===== config.mk =====
export PLATFORM = sky130hd
export DESIGN_NAME = stopwatch_ctrl
export DESIGN_NICKNAME = d
export VERILOG_FILES = /design/src/rtl/stopwatch_pkg.sv /design/src/rtl/bcd_digit_en.sv /design/src/rtl/stopwatch_ctrl.sv
export SDC_FILE = /design/constraint.sdc
export NUM_CORES = 1
export LEC_CHECK = 0
export ABC_AREA = 0
export CAP_MARGIN = 10
export CORE_MARGIN = 8
export CORE_UTILIZATION = 45
export CTS_CLUSTER_DIAMETER = 120
export DETAILED_ROUTE_END_ITERATION = 7
export GPL_ROUTABILITY_DRIVEN = 0
export HOLD_SLACK_MARGIN = 0.08
export PLACE_DENSITY = 0.71
export SYNTH_ARGS = -nofsm -noshare
export SYNTH_HDL_FRONTEND = slang
export SYNTH_SLANG_ARGS = --single-unit

===== constraint.sdc =====
create_clock -name clk -period 2.5 [get_ports clk]
set_input_delay 0.625 -clock clk [delete_from_list [all_inputs] [get_ports clk]]
set_output_delay 0.625 -clock clk [all_outputs]
set_load 0.02 [all_outputs]

===== src/rtl/stopwatch_pkg.sv =====
// Shared types and constants for the MM:SS stopwatch controller.
package stopwatch_pkg;

   typedef enum logic [1:0] {
      ST_IDLE = 2'd0,
      ST_RUN  = 2'd1,
      ST_LAP  = 2'd2,
      ST_STOP = 2'd3
   } state_t;

   localparam int unsigned SEC_LO_MAX = 9;
   localparam int unsigned SEC_HI_MAX = 5;
   localparam int unsigned MIN_LO_MAX = 9;
   localparam int unsigned MIN_HI_MAX = 5;

   typedef struct packed {
      logic [3:0] mh;
      logic [3:0] ml;
      logic [3:0] sh;
      logic [3:0] sl;
   } bcd_time_t;

   // Prescaler width: clog2 of the divider, never narrower than one bit.
   function automatic int unsigned presc_width(input int unsigned div);
      return (div <= 1) ? 1 : $clog2(div);
   endfunction

endpackage


===== src/rtl/bcd_digit_en.sv =====
// One enable-driven BCD digit that wraps to zero after LIMIT.
module bcd_digit_en #(
   parameter int unsigned LIMIT = 9
) (
   input  logic       clk,
   input  logic       reset,
   input  logic       en,
   input  logic       clr,
   output logic [3:0] digit,
   output logic       at_limit
);

   assign at_limit = (digit == 4'(LIMIT));

   always_ff @(posedge clk or negedge reset) begin
      if (!reset)          digit <= 4'd0;
      else if (clr)        digit <= 4'd0;
      else if (en)         digit <= at_limit ? 4'd0 : digit + 4'd1;
   end

endmodule


===== src/rtl/stopwatch_ctrl.sv =====
// Run/stop/lap/clear stopwatch: button edge detect, FSM, 1 s prescaler,
// cascaded BCD counter, lap latch and registered display outputs.
module stopwatch_ctrl
   import stopwatch_pkg::*;
#(
   parameter int unsigned TICK_DIV = 100
) (
   input  logic       clk,
   input  logic       reset,
   input  logic       btn_start,
   input  logic       btn_lap,
   input  logic       btn_clear,
   output logic [3:0] BCD_SL,
   output logic [3:0] BCD_SH,
   output logic [3:0] BCD_ML,
   output logic [3:0] BCD_MH,
   output logic       running,
   output logic       lap_active,
   output logic       wrap
);

   localparam int unsigned PW = presc_width(TICK_DIV);
   localparam logic [PW-1:0] PRESC_MAX = PW'(TICK_DIV - 1);

   state_t      state, state_next;
   logic        prev_start, prev_lap, prev_clear;
   logic        win_start, win_lap, win_clear;
   logic        cnt_clr, lap_load, counting, tick, carry_out;
   logic [PW-1:0] presc;
   logic        en_sl, en_sh, en_ml, en_mh;
   logic        lim_sl, lim_sh, lim_ml, lim_mh;
   bcd_time_t   cnt, lap_reg, disp;

   // Prev registers reset high so a button held through reset is not an event.
   always_ff @(posedge clk or negedge reset) begin
      if (!reset) begin
         prev_start <= 1'b1;
         prev_lap   <= 1'b1;
         prev_clear <= 1'b1;
      end else begin
         prev_start <= btn_start;
         prev_lap   <= btn_lap;
         prev_clear <= btn_clear;
      end
   end

   // Only the highest-priority event (clear > start > lap) survives.
   assign win_clear = btn_clear & ~prev_clear;
   assign win_start = btn_start & ~prev_start & ~win_clear;
   assign win_lap   = btn_lap & ~prev_lap & ~win_clear & ~(btn_start & ~prev_start);

   always_ff @(posedge clk or negedge reset) begin
      if (!reset) state <= ST_IDLE;
      else        state <= state_next;
   end

   always_comb begin
      state_next = state;
      cnt_clr    = 1'b0;
      lap_load   = 1'b0;
      case (state)
         ST_IDLE: if (win_start) state_next = ST_RUN;
         ST_RUN: begin
            if (win_start) state_next = ST_STOP;
            else if (win_lap) begin
               state_next = ST_LAP;
               lap_load   = 1'b1;
            end
         end
         ST_LAP: begin
            if (win_lap)        state_next = ST_RUN;
            else if (win_start) state_next = ST_STOP;
         end
         ST_STOP: begin
            if (win_clear) begin
               state_next = ST_IDLE;
               cnt_clr    = 1'b1;
            end else if (win_start) begin
               state_next = ST_RUN;
            end
         end
         default: state_next = ST_IDLE;
      endcase
   end

   assign counting = (state == ST_RUN) || (state == ST_LAP);
   assign tick     = counting && (presc == PRESC_MAX);

   always_ff @(posedge clk or negedge reset) begin
      if (!reset)        presc <= '0;
      else if (cnt_clr)  presc <= '0;
      else if (counting) presc <= tick ? '0 : presc + PW'(1);
   end

   // Single-cycle combinational carry chain across the four digits.
   assign en_sl     = tick;
   assign en_sh     = en_sl & lim_sl;
   assign en_ml     = en_sh & lim_sh;
   assign en_mh     = en_ml & lim_ml;
   assign carry_out = en_mh & lim_mh;

   bcd_digit_en #(.LIMIT(SEC_LO_MAX)) u_sl (.clk(clk), .reset(reset), .en(en_sl), .clr(cnt_clr), .digit(cnt.sl), .at_limit(lim_sl));
   bcd_digit_en #(.LIMIT(SEC_HI_MAX)) u_sh (.clk(clk), .reset(reset), .en(en_sh), .clr(cnt_clr), .digit(cnt.sh), .at_limit(lim_sh));
   bcd_digit_en #(.LIMIT(MIN_LO_MAX)) u_ml (.clk(clk), .reset(reset), .en(en_ml), .clr(cnt_clr), .digit(cnt.ml), .at_limit(lim_ml));
   bcd_digit_en #(.LIMIT(MIN_HI_MAX)) u_mh (.clk(clk), .reset(reset), .en(en_mh), .clr(cnt_clr), .digit(cnt.mh), .at_limit(lim_mh));

   always_ff @(posedge clk or negedge reset) begin
      if (!reset)        lap_reg <= '0;
      else if (lap_load) lap_reg <= cnt;
   end

   always_ff @(posedge clk or negedge reset) begin
      if (!reset) begin
         disp       <= '0;
         running    <= 1'b0;
         lap_active <= 1'b0;
         wrap       <= 1'b0;
      end else begin
         disp       <= (state == ST_LAP) ? lap_reg : cnt;
         running    <= (state_next == ST_RUN) || (state_next == ST_LAP);
         lap_active <= (state_next == ST_LAP);
         wrap       <= carry_out;
      end
   end

   assign BCD_SL = disp.sl;
   assign BCD_SH = disp.sh;
   assign BCD_ML = disp.ml;
   assign BCD_MH = disp.mh;

endmodule


Word-level counts from Yosys, hierarchy flattened
Index checks and enable logic that the tools add are counted.
Widths: inputs -> output; s select.
{ "classes": {"bitwise": 15, "reduce_logical": 9, "muxes": 28, "n_eq_ne": 10, "addsub": 5} }
{ "op_table": {"columns": ["op", "n"], "rows": [
  ["$mux 4", 12],
  ["$mux 7", 3],
  ["$add 4x1->4 const B", 4],
  ["$mux 16", 1],
  ["$mux 2", 6],
  ["$and 1x1->1", 10],
  ["$reduce_bool 2->1", 5],
  ["$eq 4x3->1 const B", 2],
  ["$eq 4x4->1 const B", 2],
  ["$pmux 2 s4", 1],
  ["$add 7x1->7 const B", 1],
  ["$eq 7x7->1 const B", 1],
  ["$eq 2x2->1 const B", 3],
  ["$mux 1", 5],
  ["$not 1->1", 5],
  ["$eq 2x1->1 const B", 2],
  ["$logic_not 2->1", 1],
  ["$logic_or 1x1->1", 2],
  ["$logic_and 1x1->1", 1]
]} }
{ "totals": {"input_bits": 5, "word_cells": 87, "regBits": 63} }

Longest topological paths before layout
{ "logic_depth": {"depth_word": 10, "mapped_depth": 9, "ltp_nobuf": 8} }

Cells and area by module
From an unflattened synthesis, not the netlist that was laid out.
{ "hier_totals": {"hier_cells": 236, "hier_area_um2": 2937.8} }
{ "modules_own_cells": {"columns": ["module", "instances", "area_each_um2", "cells_each"], "rows": [
  ["stopwatch_ctrl", 1, 2037.0, 142],
  ["bcd_digit_en at u_ml ...", 2, 231.5, 24],
  ["bcd_digit_en at u_mh ...", 2, 219.0, 23]
]} }

Least setup slack after synthesis
Ideal clock, no wire load.
{ "synth_timing": {"path_kind": "input port to flip-flop", "start": "in btn_clear", "end": "reg running", "path_buffers": 1, "setup_slack_ps": 479, "cell_stages": 7, "t_arrival_ps": 1958, "path_cell_list": "nor2b_1 or4_4 buf_6 a21oi_1 a21o_1 ha_1 inv_1"} }
{ "synth_via": {"elab_chain_len": 9} }
{ "synth_rtl": {"columns": ["element", "line_no", "text"], "rows": [
  ["start: declaration", "stopwatch_ctrl.sv:12", "input logic btn_clear,"],
  ["$and 1x1->1 *", "stopwatch_ctrl.sv:48", "assign win_clear = btn_clear & ~prev_clear;"],
  ["$not 1->1", "stopwatch_ctrl.sv:49, stopwatch_ctrl.sv:50", null],
  ["$and 1x1->1 (2 in series)", "stopwatch_ctrl.sv:50", "assign win_lap = btn_lap & ~prev_lap & ~win_clear & ~(btn_start & ~prev_start);"],
  ["$mux 2", "stopwatch_ctrl.sv:65", "else if (win_lap) begin"],
  ["$mux 2", "stopwatch_ctrl.sv:64", "if (win_start) state_next = ST_STOP;"],
  ["$pmux 2 s4 *", "stopwatch_ctrl.sv:61", "case (state)"],
  ["$eq 2x1->1 / $eq 2x2->1 (equally long branches)", "stopwatch_ctrl.sv:120", "running <= (state_next == ST_RUN) || (state_next == ST_LAP);"],
  ["$logic_or 1x1->1 *", "stopwatch_ctrl.sv:120", null],
  ["end signal: assignment", "stopwatch_ctrl.sv:120", null],
  ["end: declaration", "stopwatch_ctrl.sv:17", "output logic running,"]
]} }
Every way passes the cells marked *; elsewhere a longest branch is shown, timed or not.
A chain may end at the register's enable or synchronous reset.

Final worst setup path
{ "layout_timing": {"start": "in btn_lap", "end": "reg running"} }
{ "layout_via": {"elab_chain_len": 8} }
{ "layout_rtl": {"columns": ["element", "line_no", "text"], "rows": [
  ["start: declaration", "stopwatch_ctrl.sv:11", "input logic btn_lap,"],
  ["$and 1x1->1 * (3 in series)", "stopwatch_ctrl.sv:50", null],
  ["$mux 2", "stopwatch_ctrl.sv:65", null],
  ["$mux 2", "stopwatch_ctrl.sv:64", null],
  ["$pmux 2 s4 *", "stopwatch_ctrl.sv:61", null],
  ["$eq 2x1->1 / $eq 2x2->1 (equally long branches)", "stopwatch_ctrl.sv:120", null],
  ["$logic_or 1x1->1 *", "stopwatch_ctrl.sv:120", null]
]} }
Marks and branches as above.

==> metrics.yaml <==
status: "completed"
path_max_fanout: 4
skew_ps: 6.98
placementRows: 29
portBuffers: 23
critPathKind: "primary input to flop"
dr.pass1.iters: 5
fin_ws_ps: 405
min_period_ps: 2100
drv_cap: 0
hold_viol: 0
dp_hpwl_mm: 3.72
setup.worst_path.start: "btn_lap"
cts_made_buffers: 9
tightestPinTransition_ps: 547
globalRouteTotalUtil_pct: 12.6
start_kind: "primary input"
synthTopCellsByArea: "dfrtp_1 (50%), ha_1 (5.9%), mux2_4 (5.5%), mux2_2 (4.9%), nand2_1 (2.8%)"
grt_first_pass_wirelength_mm: 9.84
drt-initial-drc-count: 62
grt_pass1_vias: 2086
dieArea_um2: 9510
grt_max_degree: 26
cts.sinks: 63
yosys_warnings: 0
synth-seq-cells: 63
rsz0062_at_grt: "false"
leakage_nw: 1.63
area_delta_synth_final_pct: 17.8
ys_top_cells_by_count: "dfrtp_1 (60), nand2_1 (22), a21oi_1 (14), ha_1 (14)"
finalSetupViolCount: 0
antenna_left: 0
arrival_ps: 2370
cts.clk_slew.worst_paths_ps: 70
clock.fmax_mhz: 477
final_nets: 302
irDropWorstVdd_v: 0.000662
synth_cell_type_count: 48
min_period_over_period_pct: 83.8
maxSlewHeadroom_pct: 63.5
slew_violations: 0
die_w_um: 97.5
ios: 24
ys_seq_area_share_pct: 52.8
clk-insertion-delay-late_ps: 340
synth_area_leader_cell: "dfrtp_1"
vias_per_cell: 5.30
crit_path_end_kind: "flop"
holdBufCountCts: 0
ctsLongestPathBuffers: 2
route.detailed.wl_per_inst_um: 15.1
diodes: 0
hp-class: "primary input to asynchronous set/reset pin"
synth_flop_cell: "dfrtp_1"
pre_cts_slack_ps: 55.2
start_util_pct: 46.8
synth.most_common_cell: "dfrtp_1"
drc: 0
synthArstFlopShare_pct: 100
required_ps: 2780
syn_inst: 250
die_y_um: 97.5
cts_resized: 0
r2r_start: "state[1]"
largest_reg_flops: 16
wl_mm: 5.51
drive_gt1_share_pct: 22.6
syn_area_per_cell_um2: 12.0
synth_area_um2: 2990
p_per_area_nw_per_um2: 1130
antenna_found_initial: 0
nFillCells: 529
root_buffer: "clkbuf_8"
grt-ovfl-total: 0
vias: 1933
fin_setup_tns_ps: 0
h-tree-depth: 3
yosysTopAreaCellShare_pct: 50.2
synth_edf_count: 0
post-cts-setup-buffers: 0
core_area_um2: 6390
syn_nets: 269
cts_tree: "yes"
cell usage in the layout, fill, tap and decap left out, types with 2 or more instances in the layout:
cell | netlist | layout
dfrtp_1 | 60 | 60
mux2_2 | 13 | 13
dfstp_2 | 3 | 3
o22ai_1 | 2 | 2
a41oi_1 | 3 | 3
nand3_1 | 6 | 6
nor2b_1 | 2 | 2
nand4_1 | 2 | 2
and3_1 | 3 | 3
or3_1 | 5 | 5
o21ai_0 | 13 | 13
ha_1 | 14 | 14
and3b_1 | 3 | 3
or4_1 | 2 | 2
buf_4 | 0 | 8
a21oi_1 | 14 | 14
clkbuf_8 | 0 | 13
mux2i_1 | 4 | 4
clkdlybuf4s50_1 | 0 | 22
clkinv_2 | 0 | 3
nand2_1 | 22 | 22
inv_1 | 9 | 9
and2_1 | 3 | 3
nand3b_1 | 5 | 5
nor3_1 | 3 | 3
nand2b_1 | 3 | 3
or4_4 | 2 | 2
a311oi_1 | 3 | 3
a21o_1 | 3 | 3
nor2_1 | 7 | 7
mux2_4 | 11 | 11
xor2_1 | 4 | 4
cell type report:
class                           count  area, um2  share of cell area (%)
Clock buffer                       13        179                    5.08
Timing Repair Buffer               32        305                    8.67
Inverter                            9       33.8                   0.959
Tap cell                           77       96.3                    2.74
Clock inverter                      3       15.0                   0.426
Multi-Input combinational cell    168       1310                    37.3
Sequential cell                    63       1580                    44.9
worst paths after layout:
path / end / slack [ps] / cells after the start
worst max-delay path: running / 400 / 7
worst min register to register: lap_reg[5] / 480 / 2
min in group clk: lap_reg[5] / 480 / 2
worst min-delay path: lap_reg[15] / 270 / 1
max in group asynchronous: prev_start / 1490 / 2
worst max register to register: running / 520 / 8
layer usage:
metal  wire length (um)  share of wire, %  global-route usage (%)  vias up
met1               2560                46                    14.7      937
li1                   -                 -                       -      954
met4                 72               1.3                    5.36        0
met2               2590                47                    20.0       34
met5                  0                 0                       0        -
met3                285               5.2                    5.12        8
critical path, cell delays in order:
cell and delay [ps]:
clkdlybuf4s50_1 530, nand2b_4 80, or4_4 530, a21oi_1 230, a21o_1 110, ha_1 210
inv_1 50
cells by family (layout without fill, tap and decap cells):
family | Yosys count | after routing | synth area share [%]
adder cells (fa/ha/maj) | 14 | 14 | 5.86
buffers and inverters | 19 | 57 | 3.26
AND/OR/NAND/NOR | 77 | 77 | 15.6
AO/OA/AOI/OAI | 44 | 44 | 9.16
flip-flops | 63 | 63 | 52.8
XOR/XNOR | 5 | 5 | 1.46
multiplexers | 28 | 28 | 11.8
power breakdown:
part	leakage [nW]	switching, W	internal (W)
logic	0.811	0.000693	0.000740
clock network	0.105	0.000375	0.000463
registers	0.711	0.000308	0.00142
total	1.63	0.00138	0.00262
through the flow:
stage / utilization, % / power [W] / area, um2 / std cells / hold slack (ps)
finish: 55.2 / 0.00400 / 3520 / 365 / 267
global route: 55.2 / 0.00430 / 3520 / 365 / 302
CTS: 55.2 / 0.00404 / 3520 / 365 / 270
detailed placement: 52.1 / 0.00318 / 3330 / 349 / 471
global placement: 52.1 / 0.00312 / 3330 / 349 / 463
floorplan: - / 0.00267 / 2990 / 250 / 329
(Power assumes the default switching activity.)
==> edit 1 (same flow settings) <==
Reset style: synchronous (`reset`), changed in 6 clocked blocks.
--- a/src/rtl/bcd_digit_en.sv
+++ b/src/rtl/bcd_digit_en.sv
@@ -14,3 +14,3 @@
 
-   always_ff @(posedge clk or negedge reset) begin
+   always_ff @(posedge clk) begin
       if (!reset)          digit <= 4'd0;
--- a/src/rtl/stopwatch_ctrl.sv
+++ b/src/rtl/stopwatch_ctrl.sv
@@ -34,3 +34,3 @@
    // Prev registers reset high so a button held through reset is not an event.
-   always_ff @(posedge clk or negedge reset) begin
+   always_ff @(posedge clk) begin
       if (!reset) begin
@@ -51,3 +51,3 @@
 
-   always_ff @(posedge clk or negedge reset) begin
+   always_ff @(posedge clk) begin
       if (!reset) state <= ST_IDLE;
@@ -88,3 +88,3 @@
 
-   always_ff @(posedge clk or negedge reset) begin
+   always_ff @(posedge clk) begin
       if (!reset)        presc <= '0;
@@ -106,3 +106,3 @@
 
-   always_ff @(posedge clk or negedge reset) begin
+   always_ff @(posedge clk) begin
       if (!reset)        lap_reg <= '0;
@@ -111,3 +111,3 @@
 
-   always_ff @(posedge clk or negedge reset) begin
+   always_ff @(posedge clk) begin
       if (!reset) begin
Behaviour: differs if reset is asserted again (counterexample within 4 cycles, from zero or initial values and one cycle with reset low); with reset held inactive, the same outputs for 10 cycles.
==> edit 1 against the original RTL <==
Critical endpoint is now u_mh.digit[3]; synthesized area fell by 10%; design area fell by 9.9%; first-iteration DRC count fell by 6.5%; worst setup slack got worse by 180 ps; sequential cell count did not move; wire length fell by 14%; critical path depth rose by 1; clock skew fell by 3.0 ps; highest routed layer unchanged.
Power is not compared: it rests on default switching activity, and its combinational part moved more than twofold at a synthesized area within 25%.
==> edit 1: results (changes against the original RTL) <==
Clock network
  – Post CTS Setup Buffer Count: 0 (unchanged)
  – CTS resizes: 0 (unchanged)
  – Clock root buffer: clkbuf_8
  – CTS max path bufs: 2 (unchanged)

Placed design
  – Pre-CTS WS: 197 ps (+142 ps)
  – Placed cell count: 369 (+5.7%)
  – I/O Buffers: 23 (unchanged)
  – Area post-placement: 0.00302 mm^2 (-9.4%)
  – Dpl hpwl: 3330 um (-11%)

Critical path
  – Critical Path AT: 2540 ps (+170 ps)
  – Largest fanout on the critical path: 10 (+6)

Pwr
  – Pleak: 1.17 nW
  – Peak VDD IR: 302 uV
  – Sw Ratio: 21.6%

Outcome
  – Status: complete, no violations

Floorplan
  – Starting Density: 45.9% (-0.95 points)
  – Tap cells: 75 (-2.6%)

Finish
  – Seq_cells: 63 (unchanged)
  – Multi-input combinational cell count: 194 (+15%)
  – Inverter count: 5 (-4)
  – Non-clk buf share: 9.74% (+1.1 points)
  – Final #Nets: 317 (+5.0%)
  – Fraction of area in multi-input gates: 42.4% (+5.1 points)
  – Layout cell share with drive strength beyond 1: 8.74% (-14 points)
  – Final Core Density: 54.2% (-0.94 points)
  – Non-CTS buffers: 33 (+3.1%)
  – Filler Cell Count: 531 (+0.38%)
  – Clock buf count: 12 (-1)
  – Layout clock area frac: 4.58% (-0.93 points)
  – Seq. cell area: 0.00126 mm^2 (-20%)

Global route
  – Antenna violations before repair: 0 (unchanged)
  – First-pass GRT wire length: 8530 um (-13%)
  – Vias in the first global route: 1827 (-12%)
  – Total track usage: 12.4% (-0.21 points)
  – Pin count of the biggest net entering global routing: 21 (-19%)

Synthesis
  – Synth warnings: 0 (unchanged)
  – Dominant synthesized flop cell: dfxtp_1
  – Yosys cell types: 40 (-17%)
  – Asr flop ratio synth: 0% (-100 points)
  – Register area share after synthesis: 47.0% (-5.9 points)
  – Top cells by area, synth: dfxtp_1, mux2i_1, nor2b_1
  – Syn Inst Count: 276 (+10%)
  – Synth Net Count: 287 (+6.7%)
  – Most instantiated cells after synthesis: dfxtp_1, nor2b_1, mux2i_1

Drt
  – Vias: 1889 (-2.3%)
  – DRT iter0 DRCs: 58 (-6.5%)
  – Routed vias/inst: 4.92 (-7.1%)
  – Pre-Repair DR Iteration Count: 4 (-1)
  – Routed Wire Length: 4760 um (-14%)

STA
  – Layout Skew: 4.00 ps (-2.98 ps)
  – Final setup TNS: 0 ps (unchanged)
  – Rel. slew slack: 71.0% (+7.5 points)

Hold path
  – Hold WC Path Type: flip-flop to flip-flop
-- edit 1: changes by cell type after synthesis, moves of 10 or more --
cell / change
dfxtp_1: +63
nor2b_1: +40
dfrtp_1: -60
mux2i_1: +29
nor2_1: +21
nand2_1: -10
mux2_4: -11
mux2_2: -13
-- edit 1: critical path, stage by stage (launching register included) --
cell and delay [ps]:
dfxtp_1 390, inv_1 80, ha_1 310, nand4_1 220, nor4_4 290, buf_6 180, nand2_4 70, or4_1 480
a21oi_1 160
-- edit 1: power by group through the flow --
stage / Sequential [mW] / Combinational (mW) / Clock (mW)
finish: 1.01 / 0.0625 / 0.693
CTS: 1.01 / 0.0633 / 0.718
global placement: 1.03 / 0.0622 / 0
detailed placement: 1.03 / 0.0626 / 0
global route: 1.01 / 0.0694 / 0.766
floorplan: 1.03 / 0.0388 / 0
-- edit 1: layer usage --
layer,track usage (%),up-vias,wire [um]
met4,6.44,0,119
met3,4.89,9,226
met1,14.2,872,2230
met5,0,-,0
met2,19.6,24,2190
li1,-,984,-
-- edit 1: cells by family after synthesis --
| kind of cell | after synthesis | synth area share, % |
|---|---|---|
| flops | 63 | 47.0 |
| buf+inv | 19 | 2.94 |
| xor+xnor | 12 | 3.92 |
| mux | 33 | 12.3 |
| compound gates | 26 | 6.01 |
| simple gates | 117 | 25.0 |
| fa+ha+maj | 6 | 2.80 |
-- edit 1: worst paths after layout --
kind | cells after the start | end | slack, ps | start
hold / removal | 2 | presc[1] | 510 | presc[1]
hold reg to reg | 2 | presc[1] | 510 | presc[1]
setup reg to reg | 8 | u_mh.digit[3] | 230 | state[1]
setup / recovery | 8 | u_mh.digit[3] | 230 | state[1]
==> edit 2 (same flow settings) <==
Without the edit above. Change the parameter `TICK_DIV` from 100 to 50.
--- a/src/rtl/stopwatch_ctrl.sv
+++ b/src/rtl/stopwatch_ctrl.sv
@@ -5,3 +5,3 @@
 #(
-   parameter int unsigned TICK_DIV = 100
+   parameter int unsigned TICK_DIV = 50
 ) (
Check against the original RTL: same outputs for any inputs over 10 cycles, from zero or initial values and one cycle with reset low; that may be too few to reach the edited logic, so the function may still have changed.
==> edit 2 against the original RTL <==
Total power rose by 5.5%; design area fell by 0.43%; largest power group unchanged; maximum frequency rose by 2.4%; sequential cell count fell by 1; worst setup slack improved by 49 ps; non-clock buffer count fell by 2; wire length fell by 3.8%; synthesized area fell by 1.4%.
==> edit 2: results (changes against the original RTL) <==
Global route
  – Vias in the first global route: 2012 (-3.5%)
  – Total track usage: 12.2% (-0.37 points)
  – Pin count of the biggest net entering global routing: 41 (+58%)
  – First-pass GRT wire length: 9500 um (-3.4%)

Finish
  – Layout cell share with drive strength beyond 1: 18.3% (-4.3 points)
  – Final #Nets: 306 (+1.3%)
  – Max reg flops: 16 (unchanged)
  – Filler Cell Count: 529 (unchanged)
  – N_diodes: 0 (unchanged)

Synthesis
  – Register area share after synthesis: 52.7% (-0.11 points)
  – Yosys cell types: 45 (-6.3%)
  – Synth Net Count: 275 (+2.2%)
  – Dominant synthesized flop cell: dfrtp_1
  – Synth warnings: 0 (unchanged)
  – Top cells by area, synth: dfrtp_1, ha_1, mux2_4
  – Most instantiated cells after synthesis: dfrtp_1, nand2_1, a21oi_1
  – Asr flop ratio synth: 100% (unchanged)

Clock network
  – CTS max path bufs: 2 (unchanged)
  – Clock root buffer: clkbuf_8
  – Post CTS Setup Buffer Count: 0 (unchanged)
  – Worst-skew pair later-pin latency: 350 ps
  – CTS resizes: 0 (unchanged)
  – TritonCTS buffer count: 9 (unchanged)
  – Number of H-tree levels: 3 (unchanged)
  – Reg clk slew, reported paths: 70 ps (about the same)
  – Hold Buf Count CTS: 0 (unchanged)

Outcome
  – Status: complete, no violations

Placed design
  – Dpl hpwl: 3690 um (-0.91%)
  – Area post-placement: 0.00330 mm^2 (-0.86%)
  – I/O Buffers: 23 (unchanged)

Pwr
  – Peak VDD IR: 637 uV (-3.7%)
  – Pleak: 1.54 nW (-5.1%)

Drt
  – Pre-Repair DR Iteration Count: 4 (-1)
  – Vias: 1975 (+2.2%)
  – Routed Wire Length: 5300 um (-3.8%)
  – DRT iter0 DRCs: 57 (-8.1%)

Critical path
  – Largest fanout on the critical path: 20 (+16)
  – Critical Path AT: 2270 ps (-100 ps)

Hold path
  – Hold WC Path Type: input port to asynchronous set/reset pin

STA
  – Rel. slew slack: 65.6% (+2.1 points)
  – Layout Skew: 9.31 ps (+2.33 ps)
[edit 2: cell count changes after synthesis, moves of 3 or more]
| cell | delta |
|---|---|
| a311oi_1 | -3 |
| o21ai_0 | +4 |
| a21oi_1 | +6 |
| nor2_1 | +4 |
| nor3_1 | +5 |
| nand3_1 | -4 |
| a41oi_1 | -3 |
[edit 2: metrics by stage]
step | cells | hold slack (ps) | setup WS (ps) | util (%)
2_1_floorplan | 255 | 329 | 455 | -
3_3_place_gp | 352 | 463 | 106 | 52.0
3_5_place_dp | 352 | 471 | 91.6 | 52.0
4_1_cts | 367 | 252 | 466 | 55.2
5_1_grt | 367 | 282 | 372 | 55.2
6_report | 367 | 248 | 454 | 55.2
[edit 2: power by group]
part	internal, mW	total [mW]	switching [mW]	leakage, nW
Sequential	1.42	1.75	0.326	0.689
Clock	0.534	0.912	0.377	0.104
Combinational	0.789	1.56	0.766	0.750
Total	2.75	4.22	1.47	1.54
[edit 2: layout make-up]
type	count	area share, %
multi-input cells	174	37.0
clock inverters	3	1.21
well taps	77	2.75
repair buffers	30	8.99
clock buffers	12	4.71
inverters	9	0.963
flip-flops and latches	62	44.3
[edit 2: worst paths after layout]
path / depth (start not counted) / endpoint / from / slack, ps
min: 1 / BCD_SH[2] / reset / 250
min reg2reg: 2 / lap_reg[13] / lap_reg[13] / 480
min in group clk: 2 / lap_reg[13] / lap_reg[13] / 480
max reg2reg: 6 / u_mh.digit[0] / state[0] / 480
max in group asynchronous: 2 / prev_start / reset / 1600
max: 5 / lap_reg[7] / btn_clear / 450
[edit 2: per-layer routing]
layer	track usage, %	share of wire, %
met4	6.04	2.0
met3	4.55	4.2
met2	20.0	48
met5	0	0
met1	13.7	46
[edit 2: logic make-up (layout without fill, tap and decap cells)]
kind of cell / after synthesis / count (layout) / share of synthesized area (%)
AND/OR/NAND/NOR: 82 / 82 / 16.4
flip-flops: 62 / 62 / 52.7
AO/OA/AOI/OAI: 45 / 45 / 8.27
multiplexers: 28 / 28 / 11.8
buffers and inverters: 19 / 54 / 3.22
adder cells (fa/ha/maj): 15 / 15 / 6.36
XOR/XNOR: 4 / 4 / 1.19
[edit 2: worst max-delay path, cell delays in order]
cell,delay [ps]
clkdlybuf4s50_1,430
nor2b_1,160
or4b_4,560
buf_12,180
mux2_4,300
